## src/rtl/icb_imu_pkg.sv

```systemverilog
// Shared types and constants for the ICB interface unit of the MHSA accelerator.
package icb_imu_pkg;

  typedef enum logic [1:0] {
    IDLE    = 2'd0,
    RD_WAIT = 2'd1,
    RSP     = 2'd2
  } state_t;

  localparam int CSR_CTRL   = 0;
  localparam int CSR_STATUS = 1;
  localparam int CSR_GP0    = 2;

endpackage

```

## src/rtl/icb_imu_wmerge.sv

```systemverilog
// Merges 32-bit lane writes into one usram line and issues the line write
// when the last lane of the line arrives.
module icb_imu_wmerge
  import icb_imu_pkg::*;
#(
  parameter int SRAM_DW = 64,
  parameter int SRAM_AW = 14,
  localparam int LANES  = SRAM_DW / 32,
  localparam int LANE_W = (LANES > 1) ? $clog2(LANES) : 1
) (
  input  logic                 clk,
  input  logic                 rst_n,
  input  logic                 wr_en,
  input  logic [SRAM_AW-1:0]   line,
  input  logic [LANE_W-1:0]    lane,
  input  logic [31:0]          wdata,
  input  logic [3:0]           wmask,
  output logic [SRAM_DW-1:0]   usram_wdata,
  output logic [SRAM_DW/8-1:0] usram_be,
  output logic                 usram_we
);

  logic [SRAM_DW-1:0]   buf_q, buf_d;
  logic [SRAM_DW/8-1:0] be_q, be_d;
  logic [SRAM_AW-1:0]   line_q;
  logic                 we_q;
  logic                 last_lane;

  assign last_lane = (lane == LANE_W'(LANES - 1));

  // A pending partial for a different line is dropped silently; the new
  // lane starts a fresh accumulation.
  always_comb begin
    buf_d = buf_q;
    be_d  = (we_q || ((be_q != '0) && (line != line_q))) ? '0 : be_q;
    for (int k = 0; k < LANES; k++) begin
      for (int b = 0; b < 4; b++) begin
        if ((lane == LANE_W'(k)) && wmask[b]) begin
          buf_d[32*k + 8*b +: 8] = wdata[8*b +: 8];
          be_d[4*k + b]          = 1'b1;
        end
      end
    end
  end

  always_ff @(posedge clk) begin
    if (!rst_n) begin
      buf_q  <= '0;
      be_q   <= '0;
      line_q <= '0;
      we_q   <= 1'b0;
    end else begin
      we_q <= wr_en && last_lane;
      if (wr_en) begin
        buf_q  <= buf_d;
        be_q   <= be_d;
        line_q <= line;
      end else if (we_q) begin
        be_q <= '0;
      end
    end
  end

  assign usram_wdata = buf_q;
  assign usram_be    = be_q;
  assign usram_we    = we_q;

endmodule

```

## src/rtl/icb_imu_param.sv

```systemverilog
// ICB slave decoding a CSR window and a wide usram window; reads are
// sequenced through RD_WAIT to absorb the one-cycle usram read latency.
module icb_imu_param
  import icb_imu_pkg::*;
#(
  parameter int          SRAM_DW   = 64,
  parameter int          SRAM_AW   = 14,
  parameter logic [31:0] SRAM_BASE = 32'h0000_0000,
  parameter logic [31:0] CSR_BASE  = 32'h0007_0000,
  parameter int          NUM_CSR   = 8
) (
  input  logic                        clk,
  input  logic                        rst_n,
  input  logic                        icb_cmd_valid,
  output logic                        icb_cmd_ready,
  input  logic                        icb_cmd_read,
  input  logic [31:0]                 icb_cmd_addr,
  input  logic [31:0]                 icb_cmd_wdata,
  input  logic [3:0]                  icb_cmd_wmask,
  output logic                        icb_rsp_valid,
  input  logic                        icb_rsp_ready,
  output logic [31:0]                 icb_rsp_rdata,
  output logic                        icb_rsp_err,
  output logic                        start_o,
  input  logic                        done_i,
  input  logic                        busy_i,
  output logic [32*(NUM_CSR-2)-1:0]   csr_o,
  output logic [SRAM_AW-1:0]          usram_addr,
  output logic [SRAM_DW-1:0]          usram_wdata,
  output logic [SRAM_DW/8-1:0]        usram_be,
  output logic                        usram_we,
  output logic                        usram_re,
  input  logic [SRAM_DW-1:0]          usram_rdata
);

  localparam int          LANES      = SRAM_DW / 32;
  localparam int          LANE_W     = (LANES > 1) ? $clog2(LANES) : 1;
  localparam int          BYTE_SH    = $clog2(SRAM_DW / 8);
  localparam int          NUM_GP     = NUM_CSR - 2;
  localparam logic [63:0] SRAM_BYTES = 64'(SRAM_DW / 8) << SRAM_AW;
  localparam logic [31:0] CSR_BYTES  = 32'(NUM_CSR * 4);

  state_t              state_q, state_d;
  logic                accept, in_csr, in_usram;
  logic                usram_rd, usram_wr, csr_wr;
  logic [31:0]         usram_off, csr_off;
  logic [3:0]          csr_idx;
  logic [SRAM_AW-1:0]  line, addr_q;
  logic [LANE_W-1:0]   lane, lane_q;
  logic [31:0]         rdata_q, csr_rdata, lane_word;
  logic                err_q, done_q, start_q;
  logic [31:0]         gp_q [NUM_GP];

  // Offsets below a window base wrap to large values and fall out of range.
  assign usram_off = icb_cmd_addr - SRAM_BASE;
  assign csr_off   = icb_cmd_addr - CSR_BASE;
  assign in_csr    = (csr_off < CSR_BYTES);
  assign in_usram  = !in_csr && ({32'd0, usram_off} < SRAM_BYTES);
  assign csr_idx   = csr_off[5:2];
  assign line      = usram_off[BYTE_SH +: SRAM_AW];
  assign lane      = (LANES > 1) ? icb_cmd_addr[2 +: LANE_W] : '0;

  always_ff @(posedge clk) begin
    if (!rst_n) state_q <= IDLE;
    else        state_q <= state_d;
  end

  always_comb begin
    state_d       = state_q;
    icb_cmd_ready = 1'b0;
    icb_rsp_valid = 1'b0;
    accept        = 1'b0;
    case (state_q)
      IDLE: begin
        icb_cmd_ready = 1'b1;
        accept        = icb_cmd_valid && rst_n;
        if (accept) state_d = (icb_cmd_read && in_usram) ? RD_WAIT : RSP;
      end
      RD_WAIT: state_d = RSP;
      RSP: begin
        icb_rsp_valid = 1'b1;
        if (icb_rsp_ready) state_d = IDLE;
      end
      default: state_d = IDLE;
    endcase
  end

  assign usram_rd   = accept && icb_cmd_read && in_usram;
  assign usram_wr   = accept && !icb_cmd_read && in_usram;
  assign csr_wr     = accept && !icb_cmd_read && in_csr;
  assign usram_re   = usram_rd;
  assign usram_addr = usram_rd ? line : addr_q;

  always_comb begin
    csr_rdata = '0;
    if (csr_idx == 4'(CSR_STATUS)) csr_rdata = {30'd0, busy_i, done_q};
    for (int i = 0; i < NUM_GP; i++) begin
      if (csr_idx == 4'(CSR_GP0 + i)) csr_rdata = gp_q[i];
    end
  end

  always_comb begin
    lane_word = '0;
    for (int k = 0; k < LANES; k++) begin
      if (lane_q == LANE_W'(k)) lane_word = usram_rdata[32*k +: 32];
    end
  end

  // Response fields are loaded at accept (or at the end of RD_WAIT) and
  // then held untouched for as long as the master stalls.
  always_ff @(posedge clk) begin
    if (!rst_n) begin
      rdata_q <= '0;
      err_q   <= 1'b0;
      lane_q  <= '0;
      addr_q  <= '0;
    end else if (accept) begin
      lane_q  <= lane;
      err_q   <= !(in_csr || in_usram);
      rdata_q <= (icb_cmd_read && in_csr) ? csr_rdata : '0;
      if (in_usram) addr_q <= line;
    end else if (state_q == RD_WAIT) begin
      rdata_q <= lane_word;
    end
  end

  assign icb_rsp_rdata = rdata_q;
  assign icb_rsp_err   = err_q;

  always_ff @(posedge clk) begin
    if (!rst_n) begin
      start_q <= 1'b0;
      done_q  <= 1'b0;
      for (int i = 0; i < NUM_GP; i++) gp_q[i] <= '0;
    end else begin
      start_q <= csr_wr && (csr_idx == 4'(CSR_CTRL)) && icb_cmd_wmask[0] && icb_cmd_wdata[0];
      if (done_i)
        done_q <= 1'b1;
      else if (csr_wr && (csr_idx == 4'(CSR_STATUS)) && icb_cmd_wmask[0] && icb_cmd_wdata[0])
        done_q <= 1'b0;
      for (int i = 0; i < NUM_GP; i++) begin
        for (int b = 0; b < 4; b++) begin
          if (csr_wr && (csr_idx == 4'(CSR_GP0 + i)) && icb_cmd_wmask[b])
            gp_q[i][8*b +: 8] <= icb_cmd_wdata[8*b +: 8];
        end
      end
    end
  end

  assign start_o = start_q;

  always_comb begin
    csr_o = '0;
    for (int i = 0; i < NUM_GP; i++) csr_o[32*i +: 32] = gp_q[i];
  end

  icb_imu_wmerge #(
    .SRAM_DW (SRAM_DW),
    .SRAM_AW (SRAM_AW)
  ) u_wmerge (
    .clk         (clk),
    .rst_n       (rst_n),
    .wr_en       (usram_wr),
    .line        (line),
    .lane        (lane),
    .wdata       (icb_cmd_wdata),
    .wmask       (icb_cmd_wmask),
    .usram_wdata (usram_wdata),
    .usram_be    (usram_be),
    .usram_we    (usram_we)
  );

endmodule

```

## config.mk

```make
export PLATFORM = sky130hd
export DESIGN_NAME = icb_imu_param
export DESIGN_NICKNAME = d
export VERILOG_FILES = /design/src/rtl/icb_imu_pkg.sv /design/src/rtl/icb_imu_wmerge.sv /design/src/rtl/icb_imu_param.sv
export SDC_FILE = /design/constraint.sdc
export NUM_CORES = 1
export LEC_CHECK = 0
export BUFFER_PORTS_ARGS = -buffer_cell sky130_fd_sc_hd__buf_2
export CAP_MARGIN = 20
export CORE_ASPECT_RATIO = 1.5
export CORE_MARGIN = 2
export CORE_UTILIZATION = 46
export DETAILED_ROUTE_END_ITERATION = 7
export GPL_TIMING_DRIVEN = 0
export MAX_ROUTING_LAYER = met4
export PLACE_DENSITY = 0.87
export SETUP_SLACK_MARGIN = 0.1
export SYNTH_ARGS = -nofsm -noshare
export SYNTH_HDL_FRONTEND = slang
export SYNTH_SLANG_ARGS = --single-unit
```

## constraint.sdc

```tcl
create_clock -name clk -period 2.75 [get_ports clk]
set_clock_uncertainty 0.15 [all_clocks]
set_input_delay 0.1375 -clock clk [delete_from_list [all_inputs] [get_ports clk]]
set_output_delay 0.1375 -clock clk [all_outputs]
set_load 0.05 [all_outputs]
```

# Yosys cells after proc, flatten, opt, wreduce, memory -nomap -nowiden
# Memories as Yosys holds them, arrays and structs flattened.
# Index checks and enable logic that the tools add are counted.
# Widths: inputs -> output; s select.
dict set report classes {
  n_addsub 1
  order_cmp 2
  eq_ne 20
  muxes 129
  bitwise 25
  n_reduce_logical 84
}
# op count
set ops {}
lappend ops {{$mux 32} 10}
lappend ops {{$mux 8} 27}
lappend ops {{$mux 1} 86}
lappend ops {{$logic_and 1x1->1} 55}
lappend ops {{$reduce_and 2->1} 18}
lappend ops {{$lt 32x18->1 const B} 1}
lappend ops {{$lt 32x6->1 const B} 1}
lappend ops {{$sub 32x19->32 const B} 1}
lappend ops {{$ne 3x3->1 const B} 8}
lappend ops {{$or 1x1->1} 24}
lappend ops {{$eq 4x3->1 const B} 4}
lappend ops {{$mux 14} 1}
lappend ops {{$ne 14x14->1} 1}
lappend ops {{$eq 4x2->1 const B} 2}
lappend ops {{$mux 2} 4}
lappend ops {{$reduce_bool 8->1} 1}
lappend ops {{$pmux 2 s3} 1}
lappend ops {{$reduce_bool 2->1} 3}
lappend ops {{$eq 4x1->1 const B} 1}
lappend ops {{$logic_not 4->1} 1}
lappend ops {{$ne 2x2->1 const B} 2}
lappend ops {{$logic_not 1->1} 3}
lappend ops {{$eq 2x1->1 const B} 1}
lappend ops {{$eq 2x2->1 const B} 1}
lappend ops {{3 further kinds} 4}
dict set report totals {
  regBits 139
  ram_bits 192
  in_bits 139
  n_memories 1
}
# name words word_bits read_ports rd_ports_with_merged_regs write_ports line
set mem_list {}
lappend mem_list {gp_q 6 32 6 0 6 icb_imu_param.sv:52} ;# logic [31:0] gp_q [NUM_GP];

# Logic depth before layout (Yosys ltp)
dict set report depth {
  depth_word 11
  depth_mapped 8
}

# Modules after synthesis
# Synthesis repeated with hierarchy kept, for this count alone.
dict set report hier_totals {
  cells_unflattened 1451
  area_unflattened_um2 14810.5
}
# mod n_inst cells_each area_each_um2 seq_area_each_um2
set modules_own_cells {}
lappend modules_own_cells {icb_imu_param 1 1042 11423.5 6806.5}
lappend modules_own_cells {icb_imu_wmerge 1 409 3387.0 1741.7}

# Worst setup path before layout
# No wires, ideal clock.
dict set report synth_path {
  path_type {register to register}
  from {register state_q[0]}
  to {memory gp_q[2][0], enable pin}
  arrival_time_ns 2.156
  slack_ns 0.060
  stages_incl_launch_ff 7
  synth_period_minus_slack_ns 2.690
  cell_sequence {dfxtp_1 -> nor4bb_1 -> buf_4 -> nand4_1 -> nor4_2 -> nand3_1 -> o21ai_0}
}
# item line
set synth_rtl {}
lappend synth_rtl {{start: declaration} icb_imu_param.sv:43} ;# state_t state_q, state_d;
lappend synth_rtl {{start signal: assignment} icb_imu_param.sv:65} ;# else state_q <= state_d;
lappend synth_rtl {{end: declaration} icb_imu_param.sv:52}

# Worst setup path after layout
dict set report layout_path {
  from {register state_q[0]}
  to {output usram_addr[11]}
}
dict set report layout_via {
  elab_chain_len 5
}
# item line
set layout_rtl {}
lappend layout_rtl {{$logic_not 2->1} icb_imu_param.sv:73} ;# case (state_q)
lappend layout_rtl {{$mux 1} icb_imu_param.sv:73}
lappend layout_rtl {{$logic_and 1x1->1 (2 in a row)} icb_imu_param.sv:88} ;# assign usram_rd = accept && icb_cmd_read && in_usram;
lappend layout_rtl {{$mux 14} icb_imu_param.sv:92} ;# assign usram_addr = usram_rd ? line : addr_q;
lappend layout_rtl {{end: declaration} icb_imu_param.sv:28} ;# output logic [SRAM_AW-1:0] usram_addr,
# No other way between the ends.

==> impl_metrics.json <==
{
  "crit_arrival_ps": 2380,
  "num_rows": 79,
  "htree_levels": 1,
  "placed_cells": 2272,
  "synth_xor_area_share_pct": 0.846,
  "ys_ff_latch": 331,
  "clkSinkCount": 331,
  "tns_ps": 0,
  "ys_async_sr_fraction_pct": 0,
  "power_density_nw_per_um2": 573,
  "dp_worst_setup_slack_ps": -1060,
  "grt_pass1_wl_mm": 95.3,
  "hold_slack_ps": 19.5,
  "run_status": "finished, final reports clean",
  "ys_types": 53,
  "multi_input_area_um2": 5830,
  "synth_compound_area_share_pct": 11.7,
  "synthCells": 1401,
  "total_power_mw": 11.7,
  "instances_no_fill": 2479,
  "setup_violations": 0,
  "critPathKind": "register to primary output",
  "placedInstanceArea_um2": 17300,
  "ys_dominant_reg_cell": "edfxtp_1",
  "yosysSeqAreaShare_pct": 59.0,
  "ir_drop_mv": 0.519,
  "min_path_cells": 6,
  "max_cap_viol_count": 0,
  "port_buffers": 447,
  "slew-limit-headroom_pct": 27.2,
  "synth_mux_area_share_pct": 9.66,
  "overflow": 0,
  "cts-root-buf": "clkbuf_16",
  "critPathLaunchType": "register",
  "drtIter0Drc": 1696,
  "antenna_found_initial": 4,
  "rsz0062_at_grt": "true",
  "crit_end": "usram_addr[11]",
  "post-route-period-util_pct": 97.1,
  "finalHoldViolCount": 0,
  "synth_edf_count": 192,
  "reg2regPathDepth": 9,
  "crit_required_ps": 2460,
  "dp.final_hpwl_mm": 46.5,
  "reg2reg_to": "gp_q[2][26]$_SDFFCE_PN0P_",
  "top_layer_used": "met4",
  "tritoncts.num_buffers": 31,
  "wl_met2_mm": 31.4,
  "drt-total-wl_mm": 66.6,
  "hold_start": "icb_cmd_addr[24]",
  "avgSynthCellArea_um2": 10.3,
  "cts_buffer_depth": 3,
  "wl_met1_mm": 20.7,
  "register_area_um2": 8560,
  "wl_per_cell_um": 26.9,
  "wl_met3_mm": 7.77,
  "io_pins": 455,
  "synth_top_family_by_area": "simple AND/OR/NAND/NOR gates",
  "viasPerCell": 6.00,
  "area_delta_synth_final_pct": 40.6,
  "slew_violations": 0,
  "final_core_util_pct": 65.6,
  "gp_congestion": 1.01,
  "end_kind": "primary output",
  "syn_nets": 1540,
  "fmaxAchievable_mhz": 374,
  "r2r_slack_ps": 90,
  "synth_area_leaders": "edfxtp_1 40%, dfxtp_1 19%, nor2_1 7.7%",
  "synth_adder_area_share_pct": 0,
  "grt_max_degree": 16,
  "dieHeight_um": 221,
  "period_needed_ps": 2670,
  "synth_top_area_share_pct": 39.8,
  "antenna_left": 0,
  "setup_ws_ps": 79.3,
  "initial_core_util_pct": 46.7,
  "clk_pin_slew_ps": 70,
  "synthSimpleGateAreaFrac_pct": 15.4,
  "p_leak_nw": 8.43,
  "fp.dieArea_um2": 33000,
  "track_usage_pct": 40.3,
  "worstHoldPathType": "primary input to register",
  "cts_tree": "done",
  "fillers": 2300,
  "cp_max_fo": 5,
  "cp-startpoint": "state_q[0]$_SDFFE_PN0P_",
  "synth_area_um2": 14500,
  "nets": 2184,
  "r2r_start": "state_q[0]$_SDFFE_PN0P_",
  "worst-slew-pin-transition_ps": 1090,
  "vias": 14900,
  "drc": 0,
  "layout-drive-gt1-share_pct": 31.7,
  "yosysTopAreaCell": "edfxtp_1",
  "yosysWarningCount": 0,
  "grt_pass1_vias": 15100,
  "design_area_um2": 20400,
  "die_w_um": 149,
  "dr.pass1.iters": 6,
  "clk_latency_ps": 580,
  "core-area_um2": 31000
}
-- synthesized netlist by cell type, drive strengths merged (2+ instances only) --
library cell / n
nor2: 296
edfxtp: 192
nand2: 149
dfxtp: 139
mux2i: 96
a21oi: 86
clkbuf: 86
o21ai: 81
mux2: 39
a222oi: 23
buf: 21
inv: 21
o31ai: 21
nor4: 19
xor2: 14
nor3: 13
a31oi: 12
nor2b: 11
o211ai: 10
a2bb2oi: 8
nand3: 8
o221ai: 8
o22a: 8
nand4: 5
o21bai: 5
or2: 4
nand2b: 3
nor4bb: 3
nand4b: 2
o32ai: 2
or3: 2
or4: 2
-- critical path, cell delays in order (launching register included) --
cell      delay (ps)
dfxtp_4          360
nor4bb_4         270
buf_4            190
nand2_4           60
nor3_4           240
buf_6            200
mux2_4           320
buf_8            150
-- worst min path at each step --
| stage | to |
|---|---|
| 6_report | icb_rsp_rdata[0]$_SDFFE_PN0P_ |
| 5_1_grt | icb_rsp_rdata[1]$_SDFFE_PN0P_ |
| 3_3_place_gp | u_wmerge.usram_wdata[46]$_SDFFE_PN0P_ |
| 3_5_place_dp | u_wmerge.usram_wdata[50]$_SDFFE_PN0P_ |
| 2_1_floorplan | u_wmerge.usram_wdata[40]$_SDFFE_PN0P_ |
| 4_1_cts | icb_rsp_err$_SDFFE_PN0P_ |
-- final cells by class --
type | count | share of cell area [%]
multi-input cells | 943 | 28.6
clock buffers | 33 | 3.85
diodes | 5 | 0.0614
clock inverters | 24 | 1.25
flip-flops and latches | 331 | 42.0
well taps | 405 | 2.49
plain buffers | 106 | 2.18
repair buffers | 611 | 19.2
inverters | 21 | 0.387
-- metal layers --
| layer | global-route usage [%] | vias to the layer above |
|---|---|---|
| met3 | 12.9 | 396 |
| met5 | - | - |
| met2 | 64.1 | 1193 |
| li1 | - | 6285 |
| met1 | 40.1 | 7002 |
| met4 | 32.5 | 0 |
-- power breakdown --
group	total, mW	switching, mW	internal [mW]	leakage, nW
Clock	4.48	1.95	2.53	0.493
Sequential	5.46	0.103	5.36	3.07
Combinational	1.72	1.23	0.489	4.87
-- what timing repair did --
action / in CTS / in global routing
hold endpoints to repair: 305 / 0
setup buffers: 16 / 7
pin swaps: 9 / 9
setup endpoints to repair: 414 / 368
resized for setup: 156 / 38
cloned: 2 / 0
hold buffers: 120 / 0
-- cells by family after synthesis --
logic type | count (synthesis)
xor+xnor | 14
buf+inv | 128
flops | 331
mux | 135
simple gates | 523
compound gates | 270
-- cell usage in the layout (no fill, tap or decap), drive strengths merged, types with 10 or more instances in the layout --
cell	Yosys	final
xor2	14	14
o211ai	10	10
o31ai	21	21
buf	21	510
mux2	39	39
nand2	149	149
mux2i	96	96
dfxtp	139	139
clkbuf	86	120
inv	21	23
o21ai	81	81
dlygate4sd3	0	120
clkinv	0	12
nor3	13	13
nor4	19	19
edfxtp	192	192
a31oi	12	12
nor2	296	296
a222oi	23	23
a21oi	86	86
nor2b	11	11
-- state kept, by name, indices dropped and copies added, names as in the netlist --
signal and cells:
gp_q 192, u_wmerge.usram_wdata 64, icb_rsp_rdata 32, addr_q 14
u_wmerge.line_q 14, u_wmerge.usram_be 8, state_q 2, done_q 1
icb_rsp_err 1, lane_q 1, start_o 1, u_wmerge.usram_we 1
(Power assumes the default switching activity.)
